## src/rtl/ram_boot_loader.sv

```systemverilog
// ram_boot_loader
//   Front end of the 64 KiB system RAM. The single RAM port is shared between
//   the 6502 CPU bus and a byte-stream loader fed by the UART receiver. The
//   loader parses framed download packets and writes their payload into RAM.
//   The CPU is held until the first good frame has been committed.
//
//   Frame: SYNC_BYTE, ADDR_LO, ADDR_HI, LEN_LO, LEN_HI, LEN data bytes
//          [, CHK when LOADER_CHECKSUM_EN is defined]
//
//   Optional feature (macro LOADER_CHECKSUM_EN):
//     When defined, an 8-bit running sum over the data bytes is kept.
//     A trailing CHK byte must satisfy sum + CHK == 0 (mod 256) for the frame
//     to commit. When undefined, frames end after the last data byte.
//
// Parameters
//   SYNC_BYTE  frame start marker
//   TIMEOUT    max idle clk cycles between bytes inside a frame
//
// Ports
//   clk        in   system clock, all logic on posedge
//   reset_n    in   asynchronous active-low reset
//   rx_data    in   [7:0]  received byte
//   rx_valid   in   one-cycle strobe qualifying rx_data
//   cpu_addr   in   [15:0] CPU address
//   cpu_we     in   CPU write enable
//   cpu_re     in   CPU read enable
//   cpu_wdata  in   [7:0]  CPU write data
//   mem_addr   out  [15:0] RAM address
//   mem_we     out  RAM write enable
//   mem_re     out  RAM read enable
//   mem_wdata  out  [7:0]  RAM write data
//   cpu_hold   out  high while the CPU must be held
//   load_done  out  one-cycle pulse, frame committed
//   load_error out  one-cycle pulse, frame aborted

module ram_boot_loader #(
  parameter logic [7:0]  SYNC_BYTE = 8'hA5,
  parameter int unsigned TIMEOUT   = 1000000
) (
  input  logic        clk,
  input  logic        reset_n,
  input  logic [7:0]  rx_data,
  input  logic        rx_valid,
  input  logic [15:0] cpu_addr,
  input  logic        cpu_we,
  input  logic        cpu_re,
  input  logic [7:0]  cpu_wdata,
  output logic [15:0] mem_addr,
  output logic        mem_we,
  output logic        mem_re,
  output logic [7:0]  mem_wdata,
  output logic        cpu_hold,
  output logic        load_done,
  output logic        load_error
);

  localparam int unsigned TW = $clog2(TIMEOUT + 1);
  localparam logic [TW-1:0] TIMEOUT_LAST = TW'(TIMEOUT - 1);

  localparam logic [3:0] S_IDLE    = 4'd0;
  localparam logic [3:0] S_ADDR_LO = 4'd1;
  localparam logic [3:0] S_ADDR_HI = 4'd2;
  localparam logic [3:0] S_LEN_LO  = 4'd3;
  localparam logic [3:0] S_LEN_HI  = 4'd4;
  localparam logic [3:0] S_DATA    = 4'd5;
  localparam logic [3:0] S_DONE    = 4'd7;
  localparam logic [3:0] S_ERR     = 4'd8;
`ifdef LOADER_CHECKSUM_EN
  localparam logic [3:0] S_CHK     = 4'd6;
  // Where a frame goes once its payload (possibly empty) has been taken.
  localparam logic [3:0] S_POST    = S_CHK;
`else
  localparam logic [3:0] S_POST    = S_DONE;
`endif

  logic [3:0]    state_q, state_d;
  logic [15:0]   addr_q, addr_d;
  logic [15:0]   rem_q, rem_d;
  logic [TW-1:0] tcnt_q, tcnt_d;
  logic          first_ok_q, first_ok_d;
  logic          wr_we_q, wr_we_d;
  logic [15:0]   wr_addr_q, wr_addr_d;
  logic [7:0]    wr_data_q, wr_data_d;
  logic          in_frame;
  logic          timed_out;
`ifdef LOADER_CHECKSUM_EN
  logic [7:0]    sum_q, sum_d;
  logic [7:0]    chk_total;
`endif

  // States in which the inter-byte timeout is armed.
  assign in_frame = (state_q != S_IDLE) && (state_q != S_DONE) &&
                    (state_q != S_ERR);

`ifdef LOADER_CHECKSUM_EN
  assign chk_total = sum_q + rx_data;
`endif

  always_comb begin
    state_d    = state_q;
    addr_d     = addr_q;
    rem_d      = rem_q;
    tcnt_d     = '0;
    first_ok_d = first_ok_q;
    wr_we_d    = 1'b0;
    wr_addr_d  = wr_addr_q;
    wr_data_d  = wr_data_q;
    timed_out  = 1'b0;
`ifdef LOADER_CHECKSUM_EN
    sum_d      = sum_q;
`endif

    // Idle-cycle counter: restarts on every received byte, aborts the frame
    // after TIMEOUT consecutive cycles with no byte.
    if (in_frame && !rx_valid) begin
      if (tcnt_q == TIMEOUT_LAST) begin
        timed_out = 1'b1;
      end else begin
        tcnt_d = tcnt_q + TW'(1);
      end
    end

    case (state_q)
      S_IDLE: begin
        if (rx_valid && (rx_data == SYNC_BYTE)) begin
          state_d = S_ADDR_LO;
`ifdef LOADER_CHECKSUM_EN
          sum_d   = 8'h00;
`endif
        end
      end
      S_ADDR_LO: begin
        if (rx_valid) begin
          addr_d[7:0] = rx_data;
          state_d     = S_ADDR_HI;
        end
      end
      S_ADDR_HI: begin
        if (rx_valid) begin
          addr_d[15:8] = rx_data;
          state_d      = S_LEN_LO;
        end
      end
      S_LEN_LO: begin
        if (rx_valid) begin
          rem_d[7:0] = rx_data;
          state_d    = S_LEN_HI;
        end
      end
      S_LEN_HI: begin
        if (rx_valid) begin
          rem_d[15:8] = rx_data;
          if ({rx_data, rem_q[7:0]} == 16'h0000) begin
            state_d = S_POST;
          end else begin
            state_d = S_DATA;
          end
        end
      end
      S_DATA: begin
        // The write is registered so it reaches the RAM exactly one cycle
        // after the strobe; the final write therefore lands in DONE/CHK.
        if (rx_valid) begin
          wr_we_d   = 1'b1;
          wr_addr_d = addr_q;
          wr_data_d = rx_data;
          addr_d    = addr_q + 16'd1;
          rem_d     = rem_q - 16'd1;
`ifdef LOADER_CHECKSUM_EN
          sum_d     = sum_q + rx_data;
`endif
          if (rem_q == 16'd1) begin
            state_d = S_POST;
          end
        end
      end
`ifdef LOADER_CHECKSUM_EN
      S_CHK: begin
        if (rx_valid) begin
          state_d = (chk_total == 8'h00) ? S_DONE : S_ERR;
        end
      end
`endif
      S_DONE: begin
        first_ok_d = 1'b1;
        state_d    = S_IDLE;
      end
      S_ERR: begin
        state_d = S_IDLE;
      end
      default: begin
        state_d = S_IDLE;
      end
    endcase

    if (timed_out) begin
      state_d = S_ERR;
    end
  end

  always_ff @(posedge clk or negedge reset_n) begin
    if (!reset_n) begin
      state_q    <= S_IDLE;
      addr_q     <= 16'h0000;
      rem_q      <= 16'h0000;
      tcnt_q     <= '0;
      first_ok_q <= 1'b0;
      wr_we_q    <= 1'b0;
      wr_addr_q  <= 16'h0000;
      wr_data_q  <= 8'h00;
`ifdef LOADER_CHECKSUM_EN
      sum_q      <= 8'h00;
`endif
    end else begin
      state_q    <= state_d;
      addr_q     <= addr_d;
      rem_q      <= rem_d;
      tcnt_q     <= tcnt_d;
      first_ok_q <= first_ok_d;
      wr_we_q    <= wr_we_d;
      wr_addr_q  <= wr_addr_d;
      wr_data_q  <= wr_data_d;
`ifdef LOADER_CHECKSUM_EN
      sum_q      <= sum_d;
`endif
    end
  end

  // In IDLE the CPU drives the RAM combinationally; otherwise the loader owns
  // the port, reads are suppressed and only the registered strobe writes.
  always_comb begin
    if (state_q == S_IDLE) begin
      mem_addr  = cpu_addr;
      mem_we    = cpu_we;
      mem_re    = cpu_re;
      mem_wdata = cpu_wdata;
    end else begin
      mem_addr  = wr_addr_q;
      mem_we    = wr_we_q;
      mem_re    = 1'b0;
      mem_wdata = wr_data_q;
    end
  end

  assign cpu_hold   = !first_ok_q || (state_q != S_IDLE);
  assign load_done  = (state_q == S_DONE);
  assign load_error = (state_q == S_ERR);

endmodule

```

## config.mk

```make
export PLATFORM = sky130hd
export DESIGN_NAME = ram_boot_loader
export DESIGN_NICKNAME = d
export VERILOG_FILES = /design/src/rtl/ram_boot_loader.sv
export SDC_FILE = /design/constraint.sdc
export NUM_CORES = 1
export LEC_CHECK = 0
export ABC_AREA = 0
export BUFFER_PORTS_ARGS = -buffer_cell sky130_fd_sc_hd__clkbuf_2
export CAP_MARGIN = 20
export CORE_ASPECT_RATIO = 2
export CORE_MARGIN = 2
export CORE_UTILIZATION = 50
export DETAILED_ROUTE_END_ITERATION = 7
export PLACE_DENSITY = 0.71
export SLEW_MARGIN = 20
export SYNTH_ARGS = -nofsm -noshare
export SYNTH_HDL_FRONTEND = slang
export SYNTH_SLANG_ARGS = --single-unit
```

## constraint.sdc

```tcl
create_clock -name clk -period 4.9 [get_ports clk]
set_clock_uncertainty 0.1 [all_clocks]
set_input_delay 0.98 -clock clk [delete_from_list [all_inputs] [get_ports clk]]
set_output_delay 0.98 -clock clk [all_outputs]
set_load 0.02 [all_outputs]
```

==> qor.yml <==
whs_ns: 0.3761
synth_edf_count: 0
num_antenna_cells: 0
slew_headroom_pct: 33.89
synth_warnings: 0
hpwl_um: 8071
ys_seq_area_share_pct: 45.32
synth_cell_types: 54
synthTopCellsByArea: "dfrtp_1, mux2_2, nor2_1"
antenna_found_initial: 0
crit_buf_inv: 2
timing.final.crit_share_pct: 64.73
syn_area_um2: 4528
final_max_slew_viol_count: 0
globalRoute.totalOverflow: 0
p_per_area_nw_per_um2: 270.3
cp_max_fo: 17
critPathCaptureType: "primary output"
drc: 0
area.growth.synth_to_final_pct: 15.20
final.setup.tns_ns: 0
vias: 3805
path_cells: "nor4_2 -> buf_4 -> mux2_2 -> clkbuf_2"
cts-root-buf: "clkbuf_16"
synth_top_area_share_pct: 45.32
drt-met1-wl_um: 3928
die_w_um: 71.29
synthCells: 468
cp_data_required_time_ns: 3.82
cts_max_path_buffers: 2
post-cts-setup-buffers: 0
hold_viol: 0
grt_usage_pct: 23.90
wl_met2_um: 6219
drtIter0Drc: 396
startpoint_type: "flip-flop"
grt_pass1_vias: 3955
finalSetupViolations: 0
clock_latency_ns: 0.34
drtAntennaViolNets: 0
cts_resized: 0
status: "complete, no violations"
cpLargestDelayFamily: "flip-flops"
fin_crit_ns: 3.172
arrival_ns: 2.09
yosys-top-cells-count: "dfrtp_1, nor2_1, mux2_2"
synth_fp_nets: 510
hold_buffers: 0
cpPeakStageDelay_ns: 0.53
h-tree-depth: 3
met3_length_um: 348
wire_per_inst_um: 17.51
grt_max_degree: 83
top_layer_used: "met4"
rsz0062_at_grt: "false"
synth.largest_area_cell: "dfrtp_1"
ys.flop_type: "dfrtp_1"
slowest_stage: "dfrtp_1"
via_per_inst: 6.021
cts_sinks: 82
ir_worst_vdd_v: 0.0001830
synth_seq_cells: 82
cts_buffers: 9
rows: 49
die_h_um: 138.6
fill_cells: 789
ios: 66
tightest_slew_ns: 0.9892
drive_gt1_share_pct: 26.42
cts.reportedPaths.clkPinSlew_ns: 0.06
core_um2: 8890
worst_hold_path_type: "flip-flop to flip-flop"
ys_async_sr_fraction_pct: 100.0
die_area_um2: 9879
gp_congestion: 0.8502
tritoncts: "yes"
max_freq_ghz: 0.3153
nets: 568
grt_pass1_wl_um: 18670
portBuffers: 65
critical_path_class: "flip-flop to primary output"
yosysMostFrequentCell: "dfrtp_1"
drtPass1Iterations: 4
avgSynthCellArea_um2: 9.675
p_leak_nw: 2.398
max_cap_viol_count: 0
drt_wl_total_um: 11070
start_util_pct: 50.94
[sequential cells by signal, summed over array words and instances, names as in the netlist]
register,count
wr_data_q,8
wr_we_q,1
wr_addr_q,16
tcnt_q,20
rem_q,16
state_q,4
first_ok_q,1
addr_q,16
[worst reg2reg max path, cell delays in order (launching register included)]
cell and delay (ns):
dfrtp_1 0.54, nor4bb_4 0.37, nand2_1 0.61, inv_1 0.33, nand4_1 0.12, o31ai_1 0.12
a21oi_1 0.07
[cells by family after synthesis]
family,Yosys count,share of synthesized area (%)
and+or+nand+nor,178,20.20
AOI/OAI and AO/OA,104,14.56
DFF,82,45.32
muxes,48,11.94
buffers and inverters,32,2.929
xor gates and xnor gates,19,3.675
adders and majority gates,5,1.382
[final timing paths]
| path | from | cells after the start | slack, ns | to |
|---|---|---|---|---|
| max in group asynchronous | reset_n | 1 | 3.61 | rem_q[1] |
| hold / removal | first_ok_q | 1 | 0.38 | first_ok_q |
| setup reg to reg | state_q[2] | 6 | 2.50 | addr_q[13] |
| setup / recovery | state_q[1] | 4 | 1.73 | mem_addr[5] |
| min in group asynchronous | reset_n | 1 | 0.58 | tcnt_q[1] |
| hold reg to reg | first_ok_q | 1 | 0.38 | first_ok_q |
[metrics by stage]
step	total power, mW	util, %	setup WS [ns]	instance area, µm²	std cells
after detailed placement	0.8059	55.57	2.089	4940	617
after CTS	1.430	58.63	1.716	5213	632
final	1.410	58.68	1.728	5216	632
after global placement	0.8024	55.57	2.141	4940	617
after floorplan	0.7526	-	2.105	4528	468
after global routing	1.465	58.68	1.624	5216	632
[power breakdown]
group          leakage (nW)  total [mW]  internal [mW]  switching [mW]
sequential             1.12       0.698          0.686          0.0120
clock                 0.132       0.616          0.367           0.249
combinational          1.15      0.0960         0.0381          0.0580
total                  2.40        1.41           1.09           0.319
[routing by layer]
layer	track usage [%]	up-vias
li1	-	1820
met1	24.47	1858
met2	43.37	83
met3	5.015	44
met4	13.31	0
met5	0	-
[cell type report]
| type | instances | area [µm²] | share of cell area, % |
|---|---|---|---|
| clock buffers | 13 | 260.3 | 4.989 |
| clock inverters | 2 | 12.51 | 0.2399 |
| inverters | 10 | 37.54 | 0.7196 |
| multi-input cells | 354 | 2365 | 45.33 |
| flip-flops and latches | 82 | 2052 | 39.34 |
| well taps | 102 | 127.6 | 2.447 |
| repair buffers | 69 | 361.6 | 6.932 |
[cell usage in the layout, fill, tap and decap left out, types with 9 or more instances in the layout]
master and count:
a21oi_1 38, clkbuf_16 9, clkbuf_2 64, dfrtp_1 82, inv_1 10, mux2_2 48
nand2_1 41, nand3_1 17, nand4_1 9, nor2_1 53, o21ai_0 21, o22a_1 10
xor2_1 14
Note: power is estimated with default switching activity, not from simulation.
